<file path="src/rtl/mem_access_stage.sv">
// rtl/mem_access_stage.sv - MIPS MEM stage: load/store lane decode, data-bus handshake, WB registers
// Non-memory ops pass to WB in one cycle; aligned loads/stores hold in BUS until dbus_ack.
module mem_access_stage #(
  parameter logic [31:0] DEV_BASE = 32'hBFAF_0000,
  parameter logic [31:0] DEV_MASK = 32'hFFFF_0000
) (
  input  logic        cpu_clk,
  input  logic        cpu_rst,
  input  logic        in_valid,
  output logic        in_ready,
  input  logic        flush_i,
  input  logic        mem_load_i,
  input  logic        mem_store_i,
  input  logic [1:0]  mem_size_i,
  input  logic        mem_unsign_i,
  input  logic [31:0] mem_addr_i,
  input  logic [31:0] mem_sdata_i,
  input  logic [4:0]  mem_wa_i,
  input  logic        mem_wreg_i,
  input  logic [31:0] mem_dreg_i,
  input  logic        mem_whilo_i,
  input  logic [63:0] mem_dhilo_i,
  input  logic        mem_cp0_we_i,
  input  logic [4:0]  mem_cp0_waddr_i,
  input  logic [31:0] mem_cp0_wdata_i,
  input  logic [31:0] mem_pc_i,
  output logic        dbus_req,
  output logic [3:0]  dbus_we,
  output logic [31:0] dbus_addr,
  output logic [31:0] dbus_wdata,
  input  logic        dbus_ack,
  input  logic [31:0] dbus_rdata,
  output logic        wb_valid_o,
  output logic [4:0]  wb_wa_o,
  output logic        wb_wreg_o,
  output logic        wb_mreg_o,
  output logic [31:0] wb_dreg_o,
  output logic [3:0]  wb_dre_o,
  output logic        wb_unsign_o,
  output logic        wb_device_o,
  output logic [31:0] wb_dm_o,
  output logic        wb_whilo_o,
  output logic [63:0] wb_dhilo_o,
  output logic        wb_cp0_we_o,
  output logic [4:0]  wb_cp0_waddr_o,
  output logic [31:0] wb_cp0_wdata_o,
  output logic [31:0] wb_pc_o,
  output logic        exc_valid_o,
  output logic [4:0]  exc_code_o,
  output logic [31:0] exc_badvaddr_o
);

  typedef enum logic {IDLE, BUS} state_t;

  state_t state, state_next;
  logic is_mem, is_half, is_word, misalign, in_device;
  logic accept, start_bus;
  logic [3:0]  lanes;
  logic [31:0] sdata_fmt;
  logic kill;

  logic [29:0] cap_addr;
  logic [3:0]  cap_we, cap_lanes;
  logic [31:0] cap_wdata, cap_dreg, cap_cp0_wdata, cap_pc;
  logic        cap_load, cap_unsign, cap_device, cap_wreg, cap_whilo, cap_cp0_we;
  logic [4:0]  cap_wa, cap_cp0_waddr;
  logic [63:0] cap_dhilo;

  // Bus lanes are big-endian: byte address 0 lives in dbus bits [31:24].
  always_comb begin
    is_mem    = mem_load_i | mem_store_i;
    is_word   = mem_size_i[1];
    is_half   = (mem_size_i == 2'b01);
    misalign  = (is_half & mem_addr_i[0]) | (is_word & (mem_addr_i[1:0] != 2'b00));
    in_device = ((mem_addr_i & DEV_MASK) == DEV_BASE);
    if (is_word) begin
      lanes     = 4'b1111;
      sdata_fmt = in_device ? mem_sdata_i
                            : {mem_sdata_i[7:0], mem_sdata_i[15:8], mem_sdata_i[23:16], mem_sdata_i[31:24]};
    end else if (is_half) begin
      lanes     = mem_addr_i[1] ? 4'b0011 : 4'b1100;
      sdata_fmt = {2{mem_sdata_i[7:0], mem_sdata_i[15:8]}};
    end else begin
      lanes     = 4'b1000 >> mem_addr_i[1:0];
      sdata_fmt = {4{mem_sdata_i[7:0]}};
    end
  end

  always_comb begin
    state_next = state;
    accept     = 1'b0;
    start_bus  = 1'b0;
    case (state)
      IDLE: begin
        if (in_valid && !flush_i) begin
          accept = 1'b1;
          if (is_mem && !misalign) begin
            start_bus  = 1'b1;
            state_next = BUS;
          end
        end
      end
      BUS: if (dbus_ack) state_next = IDLE;
      default: state_next = IDLE;
    endcase
  end

  always_ff @(posedge cpu_clk) begin
    if (cpu_rst) state <= IDLE;
    else         state <= state_next;
  end

  assign in_ready   = (state == IDLE);
  assign dbus_req   = (state == BUS);
  assign dbus_we    = (state == BUS) ? cap_we : 4'b0000;
  assign dbus_addr  = {cap_addr, 2'b00};
  assign dbus_wdata = cap_wdata;

  always_ff @(posedge cpu_clk) begin
    if (start_bus) begin
      cap_addr      <= mem_addr_i[31:2];
      cap_we        <= mem_store_i ? lanes : 4'b0000;
      cap_lanes     <= lanes;
      cap_wdata     <= sdata_fmt;
      cap_load      <= mem_load_i;
      cap_unsign    <= mem_unsign_i;
      cap_device    <= in_device;
      cap_wa        <= mem_wa_i;
      cap_wreg      <= mem_wreg_i;
      cap_dreg      <= mem_dreg_i;
      cap_whilo     <= mem_whilo_i;
      cap_dhilo     <= mem_dhilo_i;
      cap_cp0_we    <= mem_cp0_we_i;
      cap_cp0_waddr <= mem_cp0_waddr_i;
      cap_cp0_wdata <= mem_cp0_wdata_i;
      cap_pc        <= mem_pc_i;
    end
  end

  // Bubble by default: clear every write enable; data fields keep their last value.
  always_ff @(posedge cpu_clk) begin
    if (cpu_rst) begin
      kill           <= 1'b0;
      wb_valid_o     <= 1'b0;
      wb_wa_o        <= 5'd0;
      wb_wreg_o      <= 1'b0;
      wb_mreg_o      <= 1'b0;
      wb_dreg_o      <= 32'd0;
      wb_dre_o       <= 4'd0;
      wb_unsign_o    <= 1'b0;
      wb_device_o    <= 1'b0;
      wb_dm_o        <= 32'd0;
      wb_whilo_o     <= 1'b0;
      wb_dhilo_o     <= 64'd0;
      wb_cp0_we_o    <= 1'b0;
      wb_cp0_waddr_o <= 5'd0;
      wb_cp0_wdata_o <= 32'd0;
      wb_pc_o        <= 32'hBFC0_0000;
      exc_valid_o    <= 1'b0;
      exc_code_o     <= 5'd0;
      exc_badvaddr_o <= 32'd0;
    end else begin
      wb_valid_o  <= 1'b0;
      wb_wreg_o   <= 1'b0;
      wb_mreg_o   <= 1'b0;
      wb_whilo_o  <= 1'b0;
      wb_cp0_we_o <= 1'b0;
      exc_valid_o <= 1'b0;
      if (state == IDLE) begin
        kill <= 1'b0;
        if (accept && is_mem && misalign) begin
          exc_valid_o    <= 1'b1;
          exc_code_o     <= mem_load_i ? 5'd4 : 5'd5;
          exc_badvaddr_o <= mem_addr_i;
        end else if (accept && !is_mem) begin
          wb_valid_o     <= 1'b1;
          wb_wa_o        <= mem_wa_i;
          wb_wreg_o      <= mem_wreg_i;
          wb_dreg_o      <= mem_dreg_i;
          wb_dre_o       <= 4'b0000;
          wb_unsign_o    <= mem_unsign_i;
          wb_device_o    <= 1'b0;
          wb_whilo_o     <= mem_whilo_i;
          wb_dhilo_o     <= mem_dhilo_i;
          wb_cp0_we_o    <= mem_cp0_we_i;
          wb_cp0_waddr_o <= mem_cp0_waddr_i;
          wb_cp0_wdata_o <= mem_cp0_wdata_i;
          wb_pc_o        <= mem_pc_i;
        end
      end else begin
        if (flush_i) kill <= 1'b1;
        if (dbus_ack) begin
          kill    <= 1'b0;
          wb_dm_o <= dbus_rdata;
          if (!kill && !flush_i) begin
            wb_valid_o     <= 1'b1;
            wb_wa_o        <= cap_wa;
            wb_wreg_o      <= cap_wreg;
            wb_mreg_o      <= cap_load;
            wb_dreg_o      <= cap_dreg;
            wb_dre_o       <= cap_load ? cap_lanes : 4'b0000;
            wb_unsign_o    <= cap_unsign;
            wb_device_o    <= cap_device;
            wb_whilo_o     <= cap_whilo;
            wb_dhilo_o     <= cap_dhilo;
            wb_cp0_we_o    <= cap_cp0_we;
            wb_cp0_waddr_o <= cap_cp0_waddr;
            wb_cp0_wdata_o <= cap_cp0_wdata;
            wb_pc_o        <= cap_pc;
          end
        end
      end
    end
  end

endmodule

</file>
<file path="config.mk">
export PLATFORM = sky130hd
export DESIGN_NAME = mem_access_stage
export DESIGN_NICKNAME = d
export VERILOG_FILES = /design/src/rtl/mem_access_stage.sv
export SDC_FILE = /design/constraint.sdc
export NUM_CORES = 1
export LEC_CHECK = 0
export BUFFER_PORTS_ARGS = -buffer_cell sky130_fd_sc_hd__buf_2
export CAP_MARGIN = 25
export CORE_AREA = 2 2 233 235
export CTS_BUF_LIST = sky130_fd_sc_hd__clkbuf_2
export DETAILED_ROUTE_END_ITERATION = 10
export DIE_AREA = 0 0 235 237
export GPL_TIMING_DRIVEN = 0
export PLACE_DENSITY = 0.68
export SYNTH_ARGS = -nofsm -noshare
export SYNTH_HDL_FRONTEND = slang
export SYNTH_SLANG_ARGS = --single-unit
</file>
<file path="constraint.sdc">
create_clock -name cpu_clk -period 17.3 [get_ports cpu_clk]
set_input_delay 1.73 -clock cpu_clk [delete_from_list [all_inputs] [get_ports cpu_clk]]
set_output_delay 1.73 -clock cpu_clk [all_outputs]
set_load 0.05 [all_outputs]
</file>
==> results.txt <==
GPL Wtd Cong: 0.962
boundary pin count: 600
Setup CP Type: reg -> out
DR WL/cell: 19.1 um
most frequent cells in the layout: buf_2, dfxtp_1, edfxtp_1, nor2_1, mux2i_1
first-pass GRT wire length: 86,200 um
Setup crit start kind: register
ys flop type: dfxtp_1
total track usage: 20.1%
routed wire length: 57,200 um
Placed Cells: 2,738
post-layout worst setup margin: 12.73 ns
clock-pin slew on the worst setup and hold paths: 0.09 ns
post-route ant nets: 0
Initial Util: 34.6%
CTS tree: built
CP Data Arrival Time: 2.84 ns
Num Clock Sinks: 496
Resized cells post-CTS: 0
RSZ-0062 raised after global routing: false
die area: 0.0557 mm^2
Distinct cells, synth: 39
Setup Viol. Count Final: 0
total gr overflow: 0
Post-Syn Area per Cell: 12.8 um^2
Worst Path Required: 15.57 ns
hold crit path type: reg -> reg
Period minus WS final: 4.57 ns
final hold vios: 0
HPWL after detailed placement: 42,500 um
Worst Tran Pin Value: 0.965 ns
dpl ws: 13.36 ns
Yosys reg bits: 496
Post-synth EDFFs: 246
Hold Buf Count CTS: 0
core footprint: 0.0533 mm^2
First-pass DRT Iterations: 5
VDD IR-drop max: 0.0000588 V
drt via density: 4.85
Pwr Total: 2.49 mW
status: finished clean
Synth async-reset ratio: 0%
layout cells sized above 1: 38.8%
Cells after Synth: 1,443
clock tree buffer depth: 3
Static Leakage: 9.49 nW
CTS root buf: clkbuf_2
Port Buf Inserts: 593
warning count from the yosys run: 0
commonest non-fill, non-tap cell in the layout: buf_2
vias in the first global route: 15,200
final net count: 2,460
fmax: 0.219 GHz
top cells by area, synth: edfxtp_1, dfxtp_1, mux2i_1
CTS H-tree lvls: 4
crit-path max cell delay: 0.42 ns
die width: 235 um
initial antenna violation count: 13
CTS Buf Count: 137
final std cells w/o fill: 2,999
Period Utilization, post-route: 26.4%
Cell Area, Synth: 0.0185 mm^2
largest net degree at the start of global routing: 119
Worst path slowest cell: clkbuf_1
largest fanout on the critical path: 10
worst skew pair latency: 1.28 ns
Clock Skew: 0.0875 ns
Post-CTS Setup Inserts: 0
DRC errors left: 0
area added between synthesis and finish: 28.7%
largest area contributor in the netlist: edfxtp_1
vias: 14,500
sequential-to-total area share from yosys stat: 67.1%
die height: 237 um
pwr dens: 105 mW/mm^2
Slew HR: 35.7%
Slew Limit Fails: 0
Setup Total Neg Slack: 0 ns
Detailed Route Iter0 Violations: 621
Crit. End Element: output pin
Max Cap Viol: 0
# rows: 85
worst-path cell chain: buf_6 > buf_4 > clkbuf_1 > and2_1 > buf_2
post-synth top area share: 40.0%
## logic make-up (layout without fill, tap and decap cells)
logic type	count (synthesis)	in the layout	share of synthesized area (%)
flops	496	496	67.1
mux	225	225	12.3
buf+inv	116	963	3.02
other cells	1	14	0.0203
simple gates	343	343	7.73
compound gates	262	262	9.84
## metrics by stage
stage	hold WS [ns]	instance area, um^2	utilization, %
global route	0.463	23800	44.6
floorplan	0.459	18500	-
detailed placement	0.442	22400	42.0
finish	0.452	23800	44.6
global placement	0.442	22300	41.9
CTS	0.404	23700	44.6
## cell usage after synthesis (11+ instances only)
master	number
clkbuf_1	68
edfxtp_1	246
nor2_1	224
nor2b_1	16
mux2i_1	216
o21bai_1	11
dfxtp_1	250
nand2_1	74
a211oi_1	178
a21oi_1	61
buf_2	23
## critical path: cells and delay by family, from the launching register on
family	cells	cell delay [ns]
flops	1	0.35
simple gates	1	0.20
buf+inv	4	1.09
## state kept, by name (all words and copies together), names as in the netlist, 5 cells and up
signal,flops
cap_addr,30
cap_cp0_waddr,5
cap_cp0_wdata,32
cap_dhilo,64
cap_dreg,32
cap_pc,32
cap_wa,5
dbus_wdata,32
exc_badvaddr_o,32
wb_cp0_waddr_o,5
wb_cp0_wdata_o,32
wb_dhilo_o,64
wb_dm_o,32
wb_dreg_o,32
wb_pc_o,32
wb_wa_o,5
## power by group
part / leakage (nW) / internal, mW / switching, mW / total [mW]
Combinational: 4.19 / 0.0859 / 0.210 / 0.296
Sequential: 4.28 / 1.27 / 0.0162 / 1.29
Clock: 1.02 / 0.383 / 0.518 / 0.900
## per-layer routing
metal	GRT usage (%)	wire length (um)	vias up
met5	0	43	-
met4	10.3	2140	6
met3	8.01	5300	118
met2	33.7	28000	598
met1	21.9	21700	6966
li1	-	-	6845
## final timing paths
check,startpoint,endpoint,slack [ns],cells past startpoint
min reg2reg,wb_dre_o[3],wb_dre_o[3],0.45,2
min,wb_dre_o[3],wb_dre_o[3],0.45,2
max,dbus_req,dbus_we[1],12.73,5
max reg2reg,dbus_req,cap_dreg[1],14.70,6
## final cells by class
cell class,instances,area [um^2]
Antenna cell,9,22.5
Tap cell,696,871
Buffer,113,546
Clock inverter,37,289
Sequential cell,496,12400
Inverter,3,18.8
Fill cell,5025,29500
Timing Repair Buffer,595,3020
Clock buffer,215,1080
Multi-Input combinational cell,835,5530
Note: power is estimated with default switching activity, not from simulation.
